`config.mk`:
```
export PLATFORM = sky130hd
export DESIGN_NAME = id_hazard_scoreboard_flat
export DESIGN_NICKNAME = d
export VERILOG_FILES = /design/src/rtl/id_hazard_scoreboard_if.sv /design/src/rtl/id_hazard_scoreboard.sv /design/src/flat_wrapper.sv
export SDC_FILE = /design/constraint.sdc
export NUM_CORES = 1
export LEC_CHECK = 0
export BUFFER_PORTS_ARGS = -buffer_cell sky130_fd_sc_hd__buf_2
export CAP_MARGIN = 5
export CORE_UTILIZATION = 58
export DETAILED_ROUTE_END_ITERATION = 7
export GPL_TIMING_DRIVEN = 0
export PLACE_DENSITY = 0.82
export RECOVER_POWER = 100
export SYNTH_ARGS = -nofsm -noshare
export SYNTH_HDL_FRONTEND = slang
export SYNTH_SLANG_ARGS = --single-unit
```
`constraint.sdc`:
```
create_clock -name clk -period 4.82 [get_ports clk]
set_input_delay 0.482 -clock clk [delete_from_list [all_inputs] [get_ports clk]]
set_output_delay 0.482 -clock clk [all_outputs]
set_load 0.03 [all_outputs]
```
`src/rtl/id_hazard_scoreboard_if.sv`:
```
// Decode/execute/writeback handshake bundle for the ID hazard scoreboard.
// The master side (decode, execute, writeback) drives the instruction fields
// and retire events. The slave side (the scoreboard) returns the issue/stall
// decision and the tracked state.
interface id_hazard_scoreboard_if #(
    parameter int NREGS        = 32,
    parameter int MAX_INFLIGHT = 4
);
    // Decode-side instruction description
    logic                                    id_valid;
    logic [4:0]                              id_rs1;
    logic [4:0]                              id_rs2;
    logic                                    id_uses_rs1;
    logic                                    id_uses_rs2;
    logic [4:0]                              id_rd;
    logic                                    id_writes_rd;

    // Downstream acceptance and writeback retire
    logic                                    ex_ready;
    logic                                    wb_valid;
    logic [4:0]                              wb_rd;

    // Scoreboard decisions and visible state
    logic                                    id_issue;
    logic                                    id_stall;
    logic [NREGS-1:0]                        busy_mask;
    logic [$clog2(MAX_INFLIGHT+1)-1:0]       inflight;
    logic                                    sb_err;

    modport master (
        output id_valid, id_rs1, id_rs2, id_uses_rs1, id_uses_rs2,
        output id_rd, id_writes_rd, ex_ready, wb_valid, wb_rd,
        input  id_issue, id_stall, busy_mask, inflight, sb_err
    );

    modport slave (
        input  id_valid, id_rs1, id_rs2, id_uses_rs1, id_uses_rs2,
        input  id_rd, id_writes_rd, ex_ready, wb_valid, wb_rd,
        output id_issue, id_stall, busy_mask, inflight, sb_err
    );
endinterface

```
`src/rtl/id_hazard_scoreboard.sv`:
```
// ID-stage hazard scoreboard and stall controller.
// Keeps a small pending-write counter per architectural register, counts the
// total number of tracked writes in flight, and decides combinationally each
// cycle whether the decoded instruction issues or stalls.
// Optional feature macro: SCOREBOARD_BYPASS_EN -- lets a same-cycle writeback
// retire clear a RAW hazard and free an in-flight slot for the current issue.
module id_hazard_scoreboard #(
    parameter int NREGS        = 32,
    parameter int CNT_W        = 2,
    parameter int MAX_INFLIGHT = 4
) (
    input  logic                  clk,
    input  logic                  reset,
    id_hazard_scoreboard_if.slave sb
);

    localparam int              IFW     = $clog2(MAX_INFLIGHT + 1);
    localparam logic [CNT_W-1:0] CNT_MAX = '1;
    localparam logic [IFW-1:0]   IF_MAX  = IFW'(MAX_INFLIGHT);

    logic [CNT_W-1:0] r_cnt [NREGS];
    logic [IFW-1:0]   r_inflight;
    logic             r_sb_err;

    logic [NREGS-1:0] w_busy;
    logic             w_rs1_busy;
    logic             w_rs2_busy;
    logic             w_rs1_haz;
    logic             w_rs2_haz;
    logic             w_hazard_raw;
    logic             w_hazard_waw;
    logic             w_full;
    logic             w_retire_req;
    logic             w_retire_hit;
    logic             w_retire_err;
    logic             w_track_req;
    logic             w_issue;
    logic             w_track;

    // Busy vector derived purely from the registered counters
    always_comb begin
        w_busy = '0;
        for (int n = 0; n < NREGS; n++) begin
            w_busy[n] = (r_cnt[n] != '0);
        end
    end

    // Hazard, capacity and retire classification for the current cycle
    always_comb begin
        w_rs1_busy   = sb.id_uses_rs1 && (sb.id_rs1 != 5'd0) && w_busy[sb.id_rs1];
        w_rs2_busy   = sb.id_uses_rs2 && (sb.id_rs2 != 5'd0) && w_busy[sb.id_rs2];
        w_retire_req = sb.wb_valid && (sb.wb_rd != 5'd0);
        w_retire_hit = w_retire_req && w_busy[sb.wb_rd];
        w_retire_err = w_retire_req && !w_busy[sb.wb_rd];
        w_track_req  = sb.id_writes_rd && (sb.id_rd != 5'd0);
        w_hazard_waw = w_track_req && (r_cnt[sb.id_rd] == CNT_MAX);
`ifdef SCOREBOARD_BYPASS_EN
        w_rs1_haz    = w_rs1_busy && !(w_retire_hit && (r_cnt[sb.wb_rd] == CNT_W'(1))
                                       && (sb.wb_rd == sb.id_rs1));
        w_rs2_haz    = w_rs2_busy && !(w_retire_hit && (r_cnt[sb.wb_rd] == CNT_W'(1))
                                       && (sb.wb_rd == sb.id_rs2));
        w_full       = w_track_req && ((r_inflight - IFW'(w_retire_hit)) == IF_MAX);
`else
        w_rs1_haz    = w_rs1_busy;
        w_rs2_haz    = w_rs2_busy;
        w_full       = w_track_req && (r_inflight == IF_MAX);
`endif
        w_hazard_raw = w_rs1_haz || w_rs2_haz;
    end

    // Issue decision; nothing issues while reset is held
    always_comb begin
        w_issue = !reset && sb.id_valid && sb.ex_ready
                  && !w_hazard_raw && !w_hazard_waw && !w_full;
        w_track = w_issue && w_track_req;
    end

    // Per-register pending-write counters; r0 is pinned at zero
    always_ff @(posedge clk) begin
        if (reset) begin
            for (int n = 0; n < NREGS; n++) begin
                r_cnt[n] <= '0;
            end
        end else begin
            r_cnt[0] <= '0;
            for (int n = 1; n < NREGS; n++) begin
                if (w_track && (sb.id_rd == 5'(n)) &&
                    !(w_retire_hit && (sb.wb_rd == 5'(n)))) begin
                    r_cnt[n] <= r_cnt[n] + CNT_W'(1);
                end else if (w_retire_hit && (sb.wb_rd == 5'(n)) &&
                             !(w_track && (sb.id_rd == 5'(n)))) begin
                    r_cnt[n] <= r_cnt[n] - CNT_W'(1);
                end
            end
        end
    end

    // Global in-flight count: one up per tracked issue, one down per retire
    always_ff @(posedge clk) begin
        if (reset) begin
            r_inflight <= '0;
        end else begin
            case ({w_track, w_retire_hit})
                2'b10:   r_inflight <= r_inflight + IFW'(1);
                2'b01:   r_inflight <= r_inflight - IFW'(1);
                default: r_inflight <= r_inflight;
            endcase
        end
    end

    // Sticky error for a retire that has no matching pending write
    always_ff @(posedge clk) begin
        if (reset) begin
            r_sb_err <= 1'b0;
        end else if (w_retire_err) begin
            r_sb_err <= 1'b1;
        end
    end

    // Drive the handshake outputs from the decision logic and registered state
    always_comb begin
        sb.id_issue  = w_issue;
        sb.id_stall  = !reset && sb.id_valid && !w_issue;
        sb.busy_mask = w_busy;
        sb.inflight  = r_inflight;
        sb.sb_err    = r_sb_err;
    end

endmodule

```
`src/flat_wrapper.sv`:
```
// flat-port wrapper written by rule: the top's interface ports become plain ports
module id_hazard_scoreboard_flat 
#(
    parameter int NREGS        = 32,
    parameter int CNT_W        = 2,
    parameter int MAX_INFLIGHT = 4
)
  (clk, reset, sb_id_valid, sb_id_rs1, sb_id_rs2, sb_id_uses_rs1, sb_id_uses_rs2, sb_id_rd, sb_id_writes_rd, sb_ex_ready, sb_wb_valid, sb_wb_rd, sb_id_issue, sb_id_stall, sb_busy_mask, sb_inflight, sb_sb_err);
  id_hazard_scoreboard_if #(.NREGS(NREGS), .MAX_INFLIGHT(MAX_INFLIGHT)) sb_i ();
  input  logic clk;
  input  logic reset;
  input wire logic [$bits(sb_i.id_valid)-1:0] sb_id_valid;
  input wire logic [$bits(sb_i.id_rs1)-1:0] sb_id_rs1;
  input wire logic [$bits(sb_i.id_rs2)-1:0] sb_id_rs2;
  input wire logic [$bits(sb_i.id_uses_rs1)-1:0] sb_id_uses_rs1;
  input wire logic [$bits(sb_i.id_uses_rs2)-1:0] sb_id_uses_rs2;
  input wire logic [$bits(sb_i.id_rd)-1:0] sb_id_rd;
  input wire logic [$bits(sb_i.id_writes_rd)-1:0] sb_id_writes_rd;
  input wire logic [$bits(sb_i.ex_ready)-1:0] sb_ex_ready;
  input wire logic [$bits(sb_i.wb_valid)-1:0] sb_wb_valid;
  input wire logic [$bits(sb_i.wb_rd)-1:0] sb_wb_rd;
  output wire logic [$bits(sb_i.id_issue)-1:0] sb_id_issue;
  output wire logic [$bits(sb_i.id_stall)-1:0] sb_id_stall;
  output wire logic [$bits(sb_i.busy_mask)-1:0] sb_busy_mask;
  output wire logic [$bits(sb_i.inflight)-1:0] sb_inflight;
  output wire logic [$bits(sb_i.sb_err)-1:0] sb_sb_err;
  assign sb_i.id_valid = sb_id_valid;
  assign sb_i.id_rs1 = sb_id_rs1;
  assign sb_i.id_rs2 = sb_id_rs2;
  assign sb_i.id_uses_rs1 = sb_id_uses_rs1;
  assign sb_i.id_uses_rs2 = sb_id_uses_rs2;
  assign sb_i.id_rd = sb_id_rd;
  assign sb_i.id_writes_rd = sb_id_writes_rd;
  assign sb_i.ex_ready = sb_ex_ready;
  assign sb_i.wb_valid = sb_wb_valid;
  assign sb_i.wb_rd = sb_wb_rd;
  assign sb_id_issue = sb_i.id_issue;
  assign sb_id_stall = sb_i.id_stall;
  assign sb_busy_mask = sb_i.busy_mask;
  assign sb_inflight = sb_i.inflight;
  assign sb_sb_err = sb_i.sb_err;
  id_hazard_scoreboard #(.NREGS(NREGS), .CNT_W(CNT_W), .MAX_INFLIGHT(MAX_INFLIGHT)) u_core (.clk(clk), .reset(reset), .sb(sb_i));
endmodule
```
Word level (Yosys, flattened, before mapping)
Memories as Yosys holds them, arrays and structs flattened.
Index checks and enable logic that the tools add are counted.
{ "totals": {"register_bits": 4, "latchBits": 0, "mem_bits_rw": 64, "rom_bits": 0, "input_bits": 28, "out_inout_bits": 38, "mem_count": 1} }
{ "classes": {"addsub": 64, "mul": 0, "n_div": 0, "order_cmp": 3, "eq_ne": 66, "shift": 0, "n_mux": 290, "bitwise_logic": 63, "n_reduce_logical": 247} }
{ "mem_list": {"columns": ["memory", "depth", "word_bits", "rd", "rd_ports_with_merged_regs", "wr", "line", "text"], "rows": [
  ["u_core.r_cnt", 32, 2, 33, 0, 32, "id_hazard_scoreboard.sv:21", "logic [CNT_W-1:0] r_cnt [NREGS];"]
]} }
{ "ops": {"columns": ["operator", "n"], "rows": [
  ["1-bit 2-to-1 mux", 223],
  ["5-bit equality test (second input constant)", 32],
  ["1-bit logical AND", 141],
  ["2-bit 2-to-1 mux", 63],
  ["5-bit by 4-bit equality test with 1-bit output (second input constant)", 16],
  ["1-bit zero test", 68],
  ["2-bit nonzero test", 33],
  ["1-bit OR", 63],
  ["2-bit by 1-bit adder with 2-bit output (second input constant)", 31],
  ["2-bit by 1-bit subtractor with 2-bit output (second input constant)", 31],
  ["5-bit by 3-bit equality test with 1-bit output (second input constant)", 8],
  ["5-bit by 2-bit equality test with 1-bit output (second input constant)", 4],
  ["5-bit nonzero test", 4],
  ["5-bit by 6-bit < comparator with 1-bit output (second input constant)", 3],
  ["1-bit binary-select mux with 5-bit select", 3],
  ["5-bit by 1-bit equality test with 1-bit output (second input constant)", 2],
  ["3-bit case mux with 2 select lines", 1],
  ["2-bit equality test (second input constant)", 2],
  ["3-bit by 1-bit adder with 3-bit output (second input constant)", 1],
  ["3-bit equality test (second input constant)", 1],
  ["3-bit by 1-bit subtractor with 3-bit output (second input constant)", 1],
  ["2-bit by 1-bit equality test with 1-bit output (second input constant)", 1],
  ["1-bit logical OR", 1]
]} }

Depth between registers and ports, before layout
{ "depth": {"word_depth": 18, "mapped_depth": 15, "ltp_nobuf": 13} }

Worst setup path before layout
No wires, ideal clock.
{ "synth_path": {"kind": "in2out", "from": "in sb_id_rd[0]", "to": "out sb_id_stall", "arrival_time_ns": 3.252, "required_ns": 4.338, "path_slack_ns": 1.086, "path_stages": 9, "n_path_buf": 2, "path_cell_list": "clkbuf_1 buf_1 mux2_2 o21ai_0 o221ai_1 a31oi_1 o21ai_0 a311oi_1 nor2b_1"} }
{ "synth_via": {"elab_chain_len": 8, "elab_cells_between_ends": 12} }
{ "synth_lines": {"columns": ["element", "line", "text"], "rows": [
  ["from (decl)", "flat_wrapper.sv:17", "input wire logic [$bits(sb_i.id_rd)-1:0] sb_id_rd;"],
  ["memory read 32 x 2 bit or 5-bit nonzero test (tied branches)", null, null],
  ["2-bit equality test or 1-bit logical AND (tied branches)", "id_hazard_scoreboard.sv:56, id_hazard_scoreboard.sv:55", null],
  ["1-bit logical AND", "id_hazard_scoreboard.sv:56", "w_hazard_waw = w_track_req && (r_cnt[sb.id_rd] == CNT_MAX);"],
  ["1-bit zero test", "id_hazard_scoreboard.sv:74", "&& !w_hazard_raw && !w_hazard_waw && !w_full;"],
  ["1-bit logical AND", "id_hazard_scoreboard.sv:74", null],
  ["1-bit logical AND *", "id_hazard_scoreboard.sv:74", null],
  ["net sb_id_issue", "flat_wrapper.sv:22", "output wire logic [$bits(sb_i.id_issue)-1:0] sb_id_issue;"],
  ["1-bit zero test *", "id_hazard_scoreboard.sv:123", "sb.id_stall = !reset && sb.id_valid && !w_issue;"],
  ["1-bit logical AND *", "id_hazard_scoreboard.sv:123", null],
  ["to (decl)", "flat_wrapper.sv:23", "output wire logic [$bits(sb_i.id_stall)-1:0] sb_id_stall;"]
]} }
The timed path passes the listed nets; every way through them passes the cells marked *.

==> summary by stage <==
Run status
The run finished with clean final reports.

Pwr
Summed over all cells, the static leakage comes to ~0.0022 uW. The sequential share of power is 0.417. In this run the power spent charging and discharging nets is slightly below 600 uW. The worst-case IR drop observed on VDD is ~0.00022 V.

Of the total power, combinational logic draws 0.263. The power density relative to cell area is between 200 and 300 nW/um2. The internal portion of the total power is ~1100 uW. The proportion of power drawn by the clock network is 0.320. The proportion of total power due to net switching is 0.346.

STA
Setup violations remaining at the end of the flow were counted as 0. Dividing the final minimum period by the clock period gives 0.921. The slew at the pin closest to its max-slew limit is 1.37 ns.

The upper clock frequency limit is 225 MHz. The number of hold-slack violations in the final timing report is 0. The minimum clock period is 4.44 ns. In this run the tightest slew margin relative to its limit is 0.0599. On the final layout, the worst clock skew is 0.0142 ns.

The count of pins over their slew limit is 0. The worst hold slack is between 0.4 and 0.5 ns. Setup repair after global routing left no endpoint under its margin. The sum of negative setup slack is 0 ns.

CTS
In this run the clock root is driven by a sky130_fd_sc_hd__clkbuf_8. The clock insertion delay at the later pin of the skew report is around 0.35 ns. Counting the buffers created by CTS gives 9. The clock passes through at most 2 buffers.

Gates resized during post-CTS repair numbered 0. TritonCTS built the clock tree. For this design, the CTS-stage hold fixing added 0 buffers. The clock transition time at the flip-flop clock pins of the worst setup and hold paths is roughly 0.08 ns.

CTS saw between 60 and 70 sinks. The H-tree generated during clock tree synthesis spans 3 levels. In this run the post-CTS setup repair buffer count came out at 0.

Global route
In the global route stage, met1 resource usage came out at 0.573. The total overflow left after global routing is 0. The first-pass GRT wire length is roughly 34,000 um. The global-route usage over all layers is 0.417. The pin count of the biggest net entering global routing is 12. The number of global-route vias before repair is 6,090. The busiest metal layer after global routing is met2. The number of antenna violations at the first check in global routing was 0. For met3 alone, demand over resource in global routing was 0.0915. The met2 global-route usage is 0.637.

Setup path
For the worst setup path, the data required time is around 5.1 ns. STA classifies the critical path startpoint as a flop. The cell with the biggest individual delay on the critical path is sky130_fd_sc_hd__a2111oi_4. The dominant delay contributor by cell family on the critical path is compound AO/OA/AOI/OAI gates. Traced cell by cell, the critical path runs through or2_2 -> mux4_2 -> o2bb2a_1 -> o2111ai_1 -> a2111oi_4 -> buf_2 -> o21ai_0 -> ha_1 -> inv_1 -> fa_1 -> xor2_1 -> or3_1 -> a21oi_1.

The highest cell delay on the worst timing path is 0.83 ns. The startpoint identified for the worst register-to-register timing path is u_core.r_cnt[29][0]. Tracing the worst setup path back leads to its startpoint at u_core.r_cnt[29][0]. Of all nets on the critical path, the largest fanout is 10.

Counting both buffers and inverters, the worst setup path holds a total of 2. Data arrives at the worst endpoint at about 4.7 ns. The setup path with the least slack is of type flop to flop. STA classifies the critical path endpoint as a flop.

Final layout
The net count of the finished layout is a little over 800. The finished cells cover roughly 6700 um2. 0 antenna diodes ended up in the layout. Excluding fillers, the count of instances in the completed layout stands at 937. The register area is approximately 2000 um2. Of the cells placed in the final design, the portion with a size suffix greater than 1 is 0.116. Summing all multi-input logic gate instances after layout gives between 3000 and 4000 um2.

Fill cells in the final layout number ~850. Relative to the synthesized area, the layout overhead comes to 10.5%.

Yosys
By instance count, the leading cell after synthesis is sky130_fd_sc_hd__nor2_1. Of all flip-flops after synthesis, the portion carrying an async set or reset was 0. Summing every instance area after synthesis gives 6070 um2. Of all cell types, the one taking the most synthesized area is sky130_fd_sc_hd__edfxtp_1. The mean instance size in the synthesized netlist is 8.33 um2. In the synthesized netlist the dominant register cell turns out to be sky130_fd_sc_hd__edfxtp_1. In the synthesized netlist, the cells that appear most often are 66 x sky130_fd_sc_hd__nor2_1, 64 x sky130_fd_sc_hd__nand2_1, 62 x sky130_fd_sc_hd__edfxtp_1, 47 x sky130_fd_sc_hd__nor3_1, 41 x sky130_fd_sc_hd__clkbuf_1. After synthesis, the cell types taking the most area are sky130_fd_sc_hd__edfxtp_1 31%, sky130_fd_sc_hd__mux4_2 6.3%, sky130_fd_sc_hd__nor2_1 4.1%. The area share of the largest cell type after synthesis is 0.307.

The synthesized design contains 62 enable-type register cells. Counting flops and latches in the post-synthesis netlist gives 66. The post-synthesis cell count is 729. The number of nets in the synthesized netlist is 760. The synthesis warning total is 0. The part of the Yosys area used for sequential elements is 0.320.

The post-synthesis cell type count is between 60 and 70.

Worst hold path
The path class of the tightest hold or removal check is flop to flop. In this run the most critical hold path is launched from u_core.sb.sb_err.

Place
The congestion estimate from routability-driven global placement came to 1.02. The number of port buffers is 59. The half-perimeter wire length after placement is 17,200 um.

The cell total after placement is approximately 900. Once placement finished, the instance area stood at ~6500 um2.

Drt
After detailed routing, the average wire length per cell comes to roughly 24 um. The count of nets left with antenna violations once routing finished came out at 0. The total wire length is between 20,000 and 25,000 um. After the first detailed-routing iteration, the DRC count stood at around 1,100. The first-pass iteration count of the detailed router is 8. Using the TritonRoute via totals, the vias-per-cell ratio works out to 7.10. The total DRC errors in the routed layout is 0. The routed layout has between 6,000 and 7,000 vias.

Floorplanning
The starting utilization of the core area is 0.610. The total core area is around 10000 um2. For this design the top-level I/O count stands at 66. The floorplan step set the die height to 104 um. The die is around 100 um wide. Row generation in the floorplan step produced 36 rows. The die area is 10,900 um2.

Flow run
The total of max-cap violations is 0.
## power by group through the flow
stage	logic, uW	clock network [uW]	registers [uW]
floorplan	293	0	713
global placement	421	0	717
detailed placement	432	0	719
CTS	435	541	706
global route	471	557	713
finish	447	544	709
## kinds of logic after synthesis
family                     share of synthesized area
AOI/OAI and AO/OA                              0.179
and+or+nand+nor                                0.299
buffers and inverters                         0.0527
other                                       0.000617
xor gates and xnor gates                      0.0461
DFF                                            0.320
adders and majority gates                    0.00742
muxes                                         0.0950
## final cells by class
cell class / count / area share
Clock buffer: 11 / 0.0211
Tap cell: 133 / 0.0248
Sequential cell: 66 / 0.289
Timing Repair Buffer: 59 / 0.0377
Inverter: 29 / 0.0162
Buffer: 53 / 0.0313
Multi-Input combinational cell: 581 / 0.568
Clock inverter: 5 / 0.0116
## final timing paths
kind                           end  slack, ns  depth (start not counted)
max          u_core.sb.inflight[2]       0.38                         13
min               u_core.sb.sb_err       0.47                          1
max reg2reg  u_core.sb.inflight[2]       0.38                         13
min reg2reg       u_core.sb.sb_err       0.47                          1
## metal layers
layer | share of wire | up-vias | wire (um)
met2 | 0.44 | 613 | 9950
met1 | 0.38 | 3069 | 8530
met4 | 0.036 | 0 | 807
met3 | 0.15 | 79 | 3350
met5 | 0 | - | 0
li1 | - | 2891 | -
## registers in the layout, indices dropped and copies added (netlist names)
name,cells
u_core.r_cnt,62
u_core.sb.inflight,3
u_core.sb.sb_err,1
## placed cells by master (no fill, tap or decap), types with 29 or more instances in the layout
cell,synthesis,routed
sky130_fd_sc_hd__edfxtp_1,62,62
sky130_fd_sc_hd__nand3_1,35,35
sky130_fd_sc_hd__nor2_1,66,66
sky130_fd_sc_hd__o21ai_0,34,34
sky130_fd_sc_hd__nand2_1,64,64
sky130_fd_sc_hd__or3_1,29,29
sky130_fd_sc_hd__nor3_1,47,47
sky130_fd_sc_hd__a21oi_1,31,31
sky130_fd_sc_hd__clkbuf_1,41,80
## through the flow
| step | total power, uW | setup WS, ns | utilization |
|---|---|---|---|
| final | 1700 | 0.383 | 0.674 |
| after detailed placement | 1150 | 0.0392 | 0.656 |
| after global routing | 1740 | 0.120 | 0.674 |
| after CTS | 1680 | 0.368 | 0.678 |
| after global placement | 1140 | 0.149 | 0.656 |
| after floorplan | 1010 | 1.09 | - |
Power figures use the tool's default switching activity.
